--- src/rtl/fetch_stage_pkg.sv ---
// Shared types and constants for the fetch stage.
// FSM encoding, word width, PC offsets, buffer entry.
package fetch_stage_pkg;

  localparam int XLEN = 32;

  localparam logic [XLEN-1:0] PC_INC    = 32'd4;
  localparam logic [XLEN-1:0] PC_RD_OFS = 32'd8;
  localparam logic [XLEN-1:0] PC_MASK   = 32'hFFFF_FFFC;

  localparam logic [1:0] ST_BOOT = 2'd0;
  localparam logic [1:0] ST_RUN  = 2'd1;
  localparam logic [1:0] ST_HALT = 2'd2;

  typedef struct packed {
    logic [XLEN-1:0] pc;
    logic [XLEN-1:0] instr;
  } fetch_entry_t;

endpackage

--- src/rtl/fetch_fifo.sv ---
// Fetch buffer: DEPTH x 64-bit FIFO with push/pop/flush.
// Ports: clk, rst_n, flush, push, pop, wdata, rdata (head), count.
module fetch_fifo
  import fetch_stage_pkg::*;
#(
  parameter int DEPTH = 2,
  localparam int CW = $clog2(DEPTH + 1),
  localparam int PW = (DEPTH > 1) ? $clog2(DEPTH) : 1
) (
  input  logic         clk,
  input  logic         rst_n,
  input  logic         flush,
  input  logic         push,
  input  logic         pop,
  input  fetch_entry_t wdata,
  output fetch_entry_t rdata,
  output logic [CW-1:0] count
);

  fetch_entry_t    mem [DEPTH];
  logic [PW-1:0]   wp;
  logic [PW-1:0]   rp;

  function automatic logic [PW-1:0] nxt(
    input logic [PW-1:0] p
  );
    return (p == PW'(DEPTH - 1)) ? '0 : p + 1'b1;
  endfunction

  // Storage is not reset; only pointers/count track validity.
  always_ff @(posedge clk) begin
    if (push && !flush) mem[wp] <= wdata;
  end

  always_ff @(posedge clk or negedge rst_n) begin
    if (!rst_n) begin
      wp    <= '0;
      rp    <= '0;
      count <= '0;
    end else if (flush) begin
      wp    <= '0;
      rp    <= '0;
      count <= '0;
    end else begin
      if (push) wp <= nxt(wp);
      if (pop)  rp <= nxt(rp);
      unique case ({push, pop})
        2'b10:   count <= count + 1'b1;
        2'b01:   count <= count - 1'b1;
        default: count <= count;
      endcase
    end
  end

  assign rdata = mem[rp];

endmodule

--- src/rtl/fetch_stage.sv ---
// Instruction fetch: PC register, BOOT/RUN/HALT FSM, fetch buffer.
// Ports: CLK, RESETn, IMem*, BranchTaken/Target, Halt, F_* handshake.
module fetch_stage
  import fetch_stage_pkg::*;
#(
  parameter logic [31:0] RESET_PC = 32'h0000_0000,
  parameter int          DEPTH    = 2
) (
  input  logic            CLK,
  input  logic            RESETn,
  output logic [XLEN-1:0] IMemAddr,
  input  logic [XLEN-1:0] IMemInstr,
  input  logic            BranchTaken,
  input  logic [XLEN-1:0] BranchTarget,
  input  logic            Halt,
  output logic            F_Valid,
  input  logic            F_Ready,
  output logic [XLEN-1:0] F_Instr,
  output logic [XLEN-1:0] F_PC,
  output logic [XLEN-1:0] F_PCPlus8
);

  localparam int CW = $clog2(DEPTH + 1);

  logic [1:0]      state;
  logic [1:0]      state_n;
  logic [XLEN-1:0] pc;
  logic [XLEN-1:0] pc_n;
  logic [CW-1:0]   count;
  fetch_entry_t    head;
  fetch_entry_t    tail;
  logic            flush;
  logic            push;
  logic            pop;
  logic            f_valid;

  // Redirects are ignored while booting.
  assign flush   = BranchTaken && (state != ST_BOOT);
  assign f_valid = (count != '0);
  assign pop     = f_valid && F_Ready && !flush;
  // Full buffer may still accept when the head leaves this cycle.
  assign push    = (state == ST_RUN) && !flush
                && ((count < CW'(DEPTH)) || pop);

  assign tail = '{pc: pc, instr: IMemInstr};

  always_comb begin
    state_n = state;
    unique case (state)
      ST_BOOT,
      ST_RUN,
      ST_HALT: state_n = Halt ? ST_HALT : ST_RUN;
      default: state_n = ST_BOOT;
    endcase
  end

  always_comb begin
    pc_n = pc;
    unique case (1'b1)
      flush:   pc_n = BranchTarget & PC_MASK;
      push:    pc_n = pc + PC_INC;
      default: pc_n = pc;
    endcase
  end

  always_ff @(posedge CLK or negedge RESETn) begin
    if (!RESETn) begin
      state <= ST_BOOT;
      pc    <= RESET_PC & PC_MASK;
    end else begin
      state <= state_n;
      pc    <= pc_n;
    end
  end

  fetch_fifo #(
    .DEPTH (DEPTH)
  ) u_fifo (
    .clk   (CLK),
    .rst_n (RESETn),
    .flush (flush),
    .push  (push),
    .pop   (pop),
    .wdata (tail),
    .rdata (head),
    .count (count)
  );

  assign IMemAddr  = pc;
  assign F_Valid   = f_valid;
  assign F_Instr   = f_valid ? head.instr : '0;
  assign F_PC      = f_valid ? head.pc : '0;
  assign F_PCPlus8 = f_valid ? head.pc + PC_RD_OFS : '0;

endmodule
--- config.mk ---
export PLATFORM = sky130hd
export DESIGN_NAME = fetch_stage
export DESIGN_NICKNAME = d
export VERILOG_FILES = /design/src/rtl/fetch_stage_pkg.sv /design/src/rtl/fetch_fifo.sv /design/src/rtl/fetch_stage.sv
export SDC_FILE = /design/constraint.sdc
export NUM_CORES = 1
export LEC_CHECK = 0
export CAP_MARGIN = 20
export CORE_MARGIN = 1.5
export CORE_UTILIZATION = 35
export DETAILED_ROUTE_END_ITERATION = 7
export PLACE_DENSITY = 0.66
export SYNTH_ARGS = -nofsm -noshare
export SYNTH_HDL_FRONTEND = slang
export SYNTH_SLANG_ARGS = --single-unit
--- constraint.sdc ---
create_clock -name CLK -period 9.95 [get_ports CLK]
set_input_delay 2.4875 -clock CLK [delete_from_list [all_inputs] [get_ports CLK]]
set_output_delay 2.4875 -clock CLK [all_outputs]
set_load 0.005 [all_outputs]
==> metrics, run 1 <==
Worst-Margin Slew=0.872 ns; area of the mapped netlist=0.00772 sq mm; Sw Pwr=0.000473 W; GR Overflow Total=0; CTS tree=built; Clock power frac=36.4%; drt first pass iters=4; number of fill cells in the layout=1,993; initial drt markers=311; Die Span Y=151 um; HP Start=IMemAddr[16]$_DFFE_PN0P_; final-stage net count=901; DRT Wirelength=20,200 um; Starting Density=35.5%; RSZ-0062 raised after global routing=false; Critical Path AT=4.25 ns; max_cap viols=0; Slew Limit Fails=0; IO Pins=198; clock period minus final worst setup slack=6.74 ns; crit-path max FO=46; # port buffers=189; clock skew=0.00888 ns; Setup Viol. Count Final=0; leak pwr=3.53 nW; Area Overhead vs Synth=35.4%; register area=0.00463 sq mm; layout cells sized above 1=7.59%; met3 Usage GRT=4.67%; DP HPWL=14,000 um; grt peak-use layer=met2; sequential group share of total power=46.0%; status=completed; Reg clk slew, reported paths=0.06 ns; most frequent cells in the layout=clkdlybuf4s50_1 (189), edfxtp_1 (124), nor2_1 (100), mux2i_1 (62), nand2_1 (47); clk_lat worst skew=0.42 ns; Setup crit end kind=primary output; # clock sinks=160; maximum vdd drop=0.103 mV; met1 Track Usage GR=24.3%; Chip Width=151 um; Rel. slew slack=41.9%; Yosys reg bits=160; initial antenna violation count=0; routed vias=5,821; multi-input logic area=0.00290 sq mm; CTS buffer count=17; Routed Antenna Nets=0; DP Cell Count=1,091; post-CTS sizing=0; Non-Filler Instances=1,123; post-route setup TNS=0 ns; final hold vios=0; internal power=0.00135 W; Root Buffer=clkbuf_16; reg-to-reg critical path startpoint=state[0]$_DFF_PN0_; H-tree Lvls=4; ys async rst share=22.5%; critical path required time=7.46 ns; main flop type after synthesis=edfxtp_1; vias in the first global route=5,473; met2 Resource Use GR=26.9%; Gate power share=17.6%; Avg Inst Size Synth=11.9 sq um; row count=54; CP Launch Point=u_fifo.rp$_DFFE_PN0P_; fmax=0.148 GHz; fin crit share=67.7%; area of the die=0.0229 sq mm; wire length per cell=18.0 um; Cells after Synth=647; setup bufs post-CTS=0; core area=0.0218 sq mm; hold crit path type=register to register; Synth cell types=61; DR vias/cell=5.18; # hold bufs at CTS=0; Sw Share=26.0%; clk buf depth=2; pin count of the biggest net entering global routing=79; EDFF count, synth=124; Ant. Diodes=0; first-pass GRT wire length=30,300 um; commonest non-fill, non-tap cell in the layout=clkdlybuf4s50_1; # DRC=0; CP Class=register to primary output; Power per Cell Area=174 mW/mm^2; post-synthesis sequential area ratio=59.9%; Ys Warns=0; crit path launch type=register; Final GP Congestion=0.860; GRT Util Overall=17.6%
==> worst paths after layout <==
path	endpoint	slack [ns]	cells past startpoint
max in group asynchronous	u_fifo.rp$_DFFE_PN0P_	7.07	2
min in group asynchronous	IMemAddr[21]$_DFFE_PN0P_	2.50	2
setup / recovery	F_PCPlus8[27]	3.21	7
setup reg to reg	u_fifo.mem[0][28]$_DFFE_PP_	7.31	4
hold / removal	u_fifo.mem[0][48]$_DFFE_PP_	0.56	0
hold reg to reg	u_fifo.mem[0][48]$_DFFE_PP_	0.56	0
==> final cells by class <==
cell class / instances / share of cell area (%)
Timing Repair Buffer: 196 / 18.6
Tap cell: 280 / 3.35
Multi-Input combinational cell: 449 / 27.7
Clock inverter: 13 / 1.56
Sequential cell: 160 / 44.3
Clock buffer: 19 / 4.24
Inverter: 6 / 0.216
==> flip-flops by register name, summed over array words and instances, names as in the netlist <==
register and flops:
u_fifo.rp 1, IMemAddr 30, u_fifo.mem 124, u_fifo.wp 1, state 2, u_fifo.count 2
==> stage by stage <==
step / worst slack [ns] / area [sq um] / util [%] / hold slack [ns] / power (W)
6_report: 3.21 / 10400 / 48.0 / 0.560 / 0.00182
5_1_grt: 2.93 / 10400 / 48.0 / 0.587 / 0.00190
4_1_cts: 3.15 / 10400 / 48.0 / 0.565 / 0.00184
3_5_place_dp: 3.62 / 9840 / 45.2 / 0.545 / 0.00118
3_3_place_gp: 3.63 / 9840 / 45.2 / 0.530 / 0.00117
2_1_floorplan: 3.66 / 7730 / - / 0.497 / 0.000994
==> cell usage after synthesis (all sizes together) (12+ instances only) <==
cell type | count | share of area, %
edfxtp | 124 | 48
mux2i | 62 | 8.0
clkbuf | 14 | 0.68
and3 | 12 | 0.97
o21ai | 14 | 0.91
buf | 23 | 2.1
nor3 | 20 | 1.3
dfrtp | 36 | 12
nand3 | 28 | 1.9
and2 | 13 | 1.1
nor2 | 102 | 5.0
nand2 | 47 | 2.3
nand4 | 13 | 1.2
==> layer usage <==
layer / vias to the layer above / share of wire, %
met4: 0 / 1.5
met2: 197 / 44
li1: 2797 / -
met5: - / 0
met1: 2809 / 47
met3: 18 / 7.3
==> power by group through the flow <==
stage                     registers, W  logic [W]  clock network (W)
final                         0.000838   0.000320           0.000664
after global routing          0.000846   0.000352           0.000702
after CTS                     0.000838   0.000325           0.000676
after detailed placement      0.000852   0.000324                  0
after global placement        0.000849   0.000320                  0
after floorplan               0.000820   0.000174                  0
==> cell families (layout without fill, tap and decap cells) <==
family | after synthesis | in the layout | synth area share, %
mux | 73 | 73 | 9.65
fa+ha+maj | 2 | 2 | 0.324
other cells | 1 | 6 | 0.0486
flops | 160 | 160 | 59.9
xor+xnor | 14 | 14 | 1.59
simple gates | 273 | 273 | 17.6
buf+inv | 43 | 234 | 3.03
compound gates | 81 | 81 | 7.78
==> worst max-delay path: stages, from the launching register on <==
cell and delay [ns]:
dfrtp_4 0.90, buf_4 0.64, nand3_1 0.16, a22oi_2 0.57, nand3_2 0.34, nor4_1 0.35, mux2_2 0.39, clkdlybuf4s50_1 0.48
(Power assumes the default switching activity.)
==> run 2: changes to the inputs <==
- clock period: 9.95 -> 6.2 ns (I/O delays scaled with it)
==> run 2 against run 1 <==
  * Critical path depth rose by 2
  * Worst setup slack lost 2.3 ns
  * Die area did not move
  * Via count about the same
  * Utilization rose by 0.23 points
  * Design area rose by 0.48%
  * Sequential share of layout area down 0.21 points
==> metrics, run 2 (synthesis gave the netlist of run 1 again) <==
CTS tree=built; final hold vios=0 (unchanged); critical path required time=4.65 ns (-2.81 ns); Final GP Congestion=0.855 (-0.63%); Area Overhead vs Synth=36.0%; HP Start=IMemAddr[16]$_DFFE_PN0P_; core area=0.0218 sq mm (unchanged); Die Span Y=151 um (unchanged); Chip Width=151 um (unchanged); Worst Hold End=u_fifo.mem[0][48]$_DFFE_PP_; Non-Filler Instances=1,126 (+0.27%); clk buf depth=2 (unchanged); max reg flops=124 (unchanged); vias in the first global route=5,651 (+3.3%); final-stage net count=904 (+0.33%); CP Class=register to primary output; post-route setup TNS=0 ns (unchanged); Critical Path AT=3.75 ns (-0.50 ns); pin count of the biggest net entering global routing=78 (-1.3%); leak pwr=3.56 nW (+0.86%); fmax=0.189 GHz; sequential group share of total power=45.3% (-0.7 points); Most flops, register=u_fifo.mem; wire length per cell=17.9 um (about the same); status=completed; area of the die=0.0229 sq mm (unchanged); # hold bufs at CTS=0 (unchanged); first-pass GRT wire length=30,900 um (+1.7%); Root Buffer=clkbuf_16; Starting Density=35.5% (unchanged); GRT Util Overall=17.7% (+0.12 points); crit-path max FO=48 (+4.3%); layout cells sized above 1=7.92% (+0.33 points); routed vias=5,818 (-0.052%); maximum vdd drop=0.197 mV (+92%); initial drt markers=409 (+32%); CTS buffer count=17 (unchanged); hold_ws=0.557 ns (-0.00244 ns); Slew Limit Fails=0 (unchanged); Ant. Diodes=0 (unchanged); hold crit path type=register to register; most frequent cells in the layout=clkdlybuf4s50_1 (189), edfxtp_1 (124), nor2_1 (100), mux2i_1 (62), nand2_1 (47); Clock power frac=37.3% (+0.9 points); fin crit share=85.6%; RSZ-0062 raised after global routing=false; Sw Share=25.9% (-0.083 points); commonest non-fill, non-tap cell in the layout=clkdlybuf4s50_1; r2r worst-path depth=4 (unchanged); IO Pins=198 (unchanged); DRT Wirelength=20,200 um (+0.20%); DP HPWL=14,200 um (+1.3%); internal power=0.00220 W (+63%); max_cap viols=0 (unchanged); reg-to-reg slack, setup=3.64 ns (-3.67 ns); # port buffers=189 (unchanged); DP Cell Count=1,094 (+0.27%); Gate power share=17.4% (-0.2 points); # clock sinks=160 (unchanged); Setup Viol. Count Final=0 (unchanged); crit path launch type=register; worst r2r dst=u_fifo.mem[0][38]$_DFFE_PP_; setup bufs post-CTS=0 (unchanged); H-tree Lvls=4 (unchanged); Power per Cell Area=283 mW/mm^2 (+62%); post-CTS sizing=0 (unchanged); clock skew=0.00805 ns (-0.000832 ns); clk_lat worst skew=0.41 ns (about the same); DR vias/cell=5.17 (-0.32%); core occupancy in the finished layout=48.2% (+0.23 points); Setup crit end kind=primary output; # DRC=0 (unchanged); Worst-Margin Slew=0.886 ns (+0.0138 ns); clock period minus final worst setup slack=5.30 ns; Reg clk slew, reported paths=0.06 ns (about the same); row count=54 (unchanged); Rel. slew slack=40.9% (-0.92 points); hold depth=0 (unchanged); Routed Antenna Nets=0 (unchanged); reg-to-reg critical path startpoint=state[1]$_DFF_PN0_; initial antenna violation count=0 (unchanged); Sw Pwr=0.000768 W (+62%); drt first pass iters=5 (+1); GR Overflow Total=0 (unchanged)
-- run 2: cell count changes in the layout (fill, tap and decap cells not counted), sizes merged --
cell and change:
clkinvlp -1, clkbuf -2, buf +3, inv +2, bufinv +1
-- run 2: worst max-delay path by stage --
stage | start | depth (start not counted) | end
global route | u_fifo.rp$_DFFE_PN0P_ | 9 | F_PCPlus8[27]
detailed placement | u_fifo.rp$_DFFE_PN0P_ | 9 | F_PCPlus8[27]
CTS | u_fifo.rp$_DFFE_PN0P_ | 9 | F_PCPlus8[27]
global placement | u_fifo.rp$_DFFE_PN0P_ | 9 | F_PCPlus8[27]
finish | u_fifo.rp$_DFFE_PN0P_ | 9 | F_PCPlus8[27]
floorplan | BranchTaken | 4 | u_fifo.mem[0][0]$_DFFE_PP_
-- run 2: power groups by stage --
stage	sequential, W	combinational (W)	clock [W]
final	0.00135	0.000515	0.00111
after CTS	0.00135	0.000522	0.00113
after detailed placement	0.00137	0.000520	0
after global routing	0.00136	0.000563	0.00117
after floorplan	0.00132	0.000280	0
after global placement	0.00136	0.000514	0
-- run 2: layout make-up --
cell class                 count  area, sq um
clock inverter                15          208
multi-input combinational    449         2900
timing repair buffer         199         1970
inverter                       6         22.5
sequential                   160         4630
clock buffer                  17          425
tap                          280          350
fill                        1952        11300
-- run 2: per-layer routing --
metal  vias to the layer above  share of wire, %  GRT usage (%)
li1                       2787                 -              -
met1                      2797                46           24.6
met2                       218                45           27.8
met3                        16               7.9           4.46
met4                         0               1.0           4.27
met5                         -                 0              0
-- run 2: critical path: stages (launching register included) --
cell             delay [ns]
dfrtp_4                0.88
mux2_2                 0.31
ha_1                   0.20
inv_1                  0.09
a211oi_4               0.15
buf_4                  0.22
nand3_2                0.21
nor4_1                 0.40
mux2_2                 0.39
clkdlybuf4s50_1        0.47
-- run 2: metrics by stage --
step / area (sq um) / total power (W) / worst slack [ns]
final: 10500 / 0.00297 / 0.895
after global routing: 10500 / 0.00309 / 0.655
after CTS: 10500 / 0.00300 / 0.817
after detailed placement: 9860 / 0.00189 / 1.29
after global placement: 9860 / 0.00188 / 1.39
after floorplan: 7730 / 0.00160 / 0.850
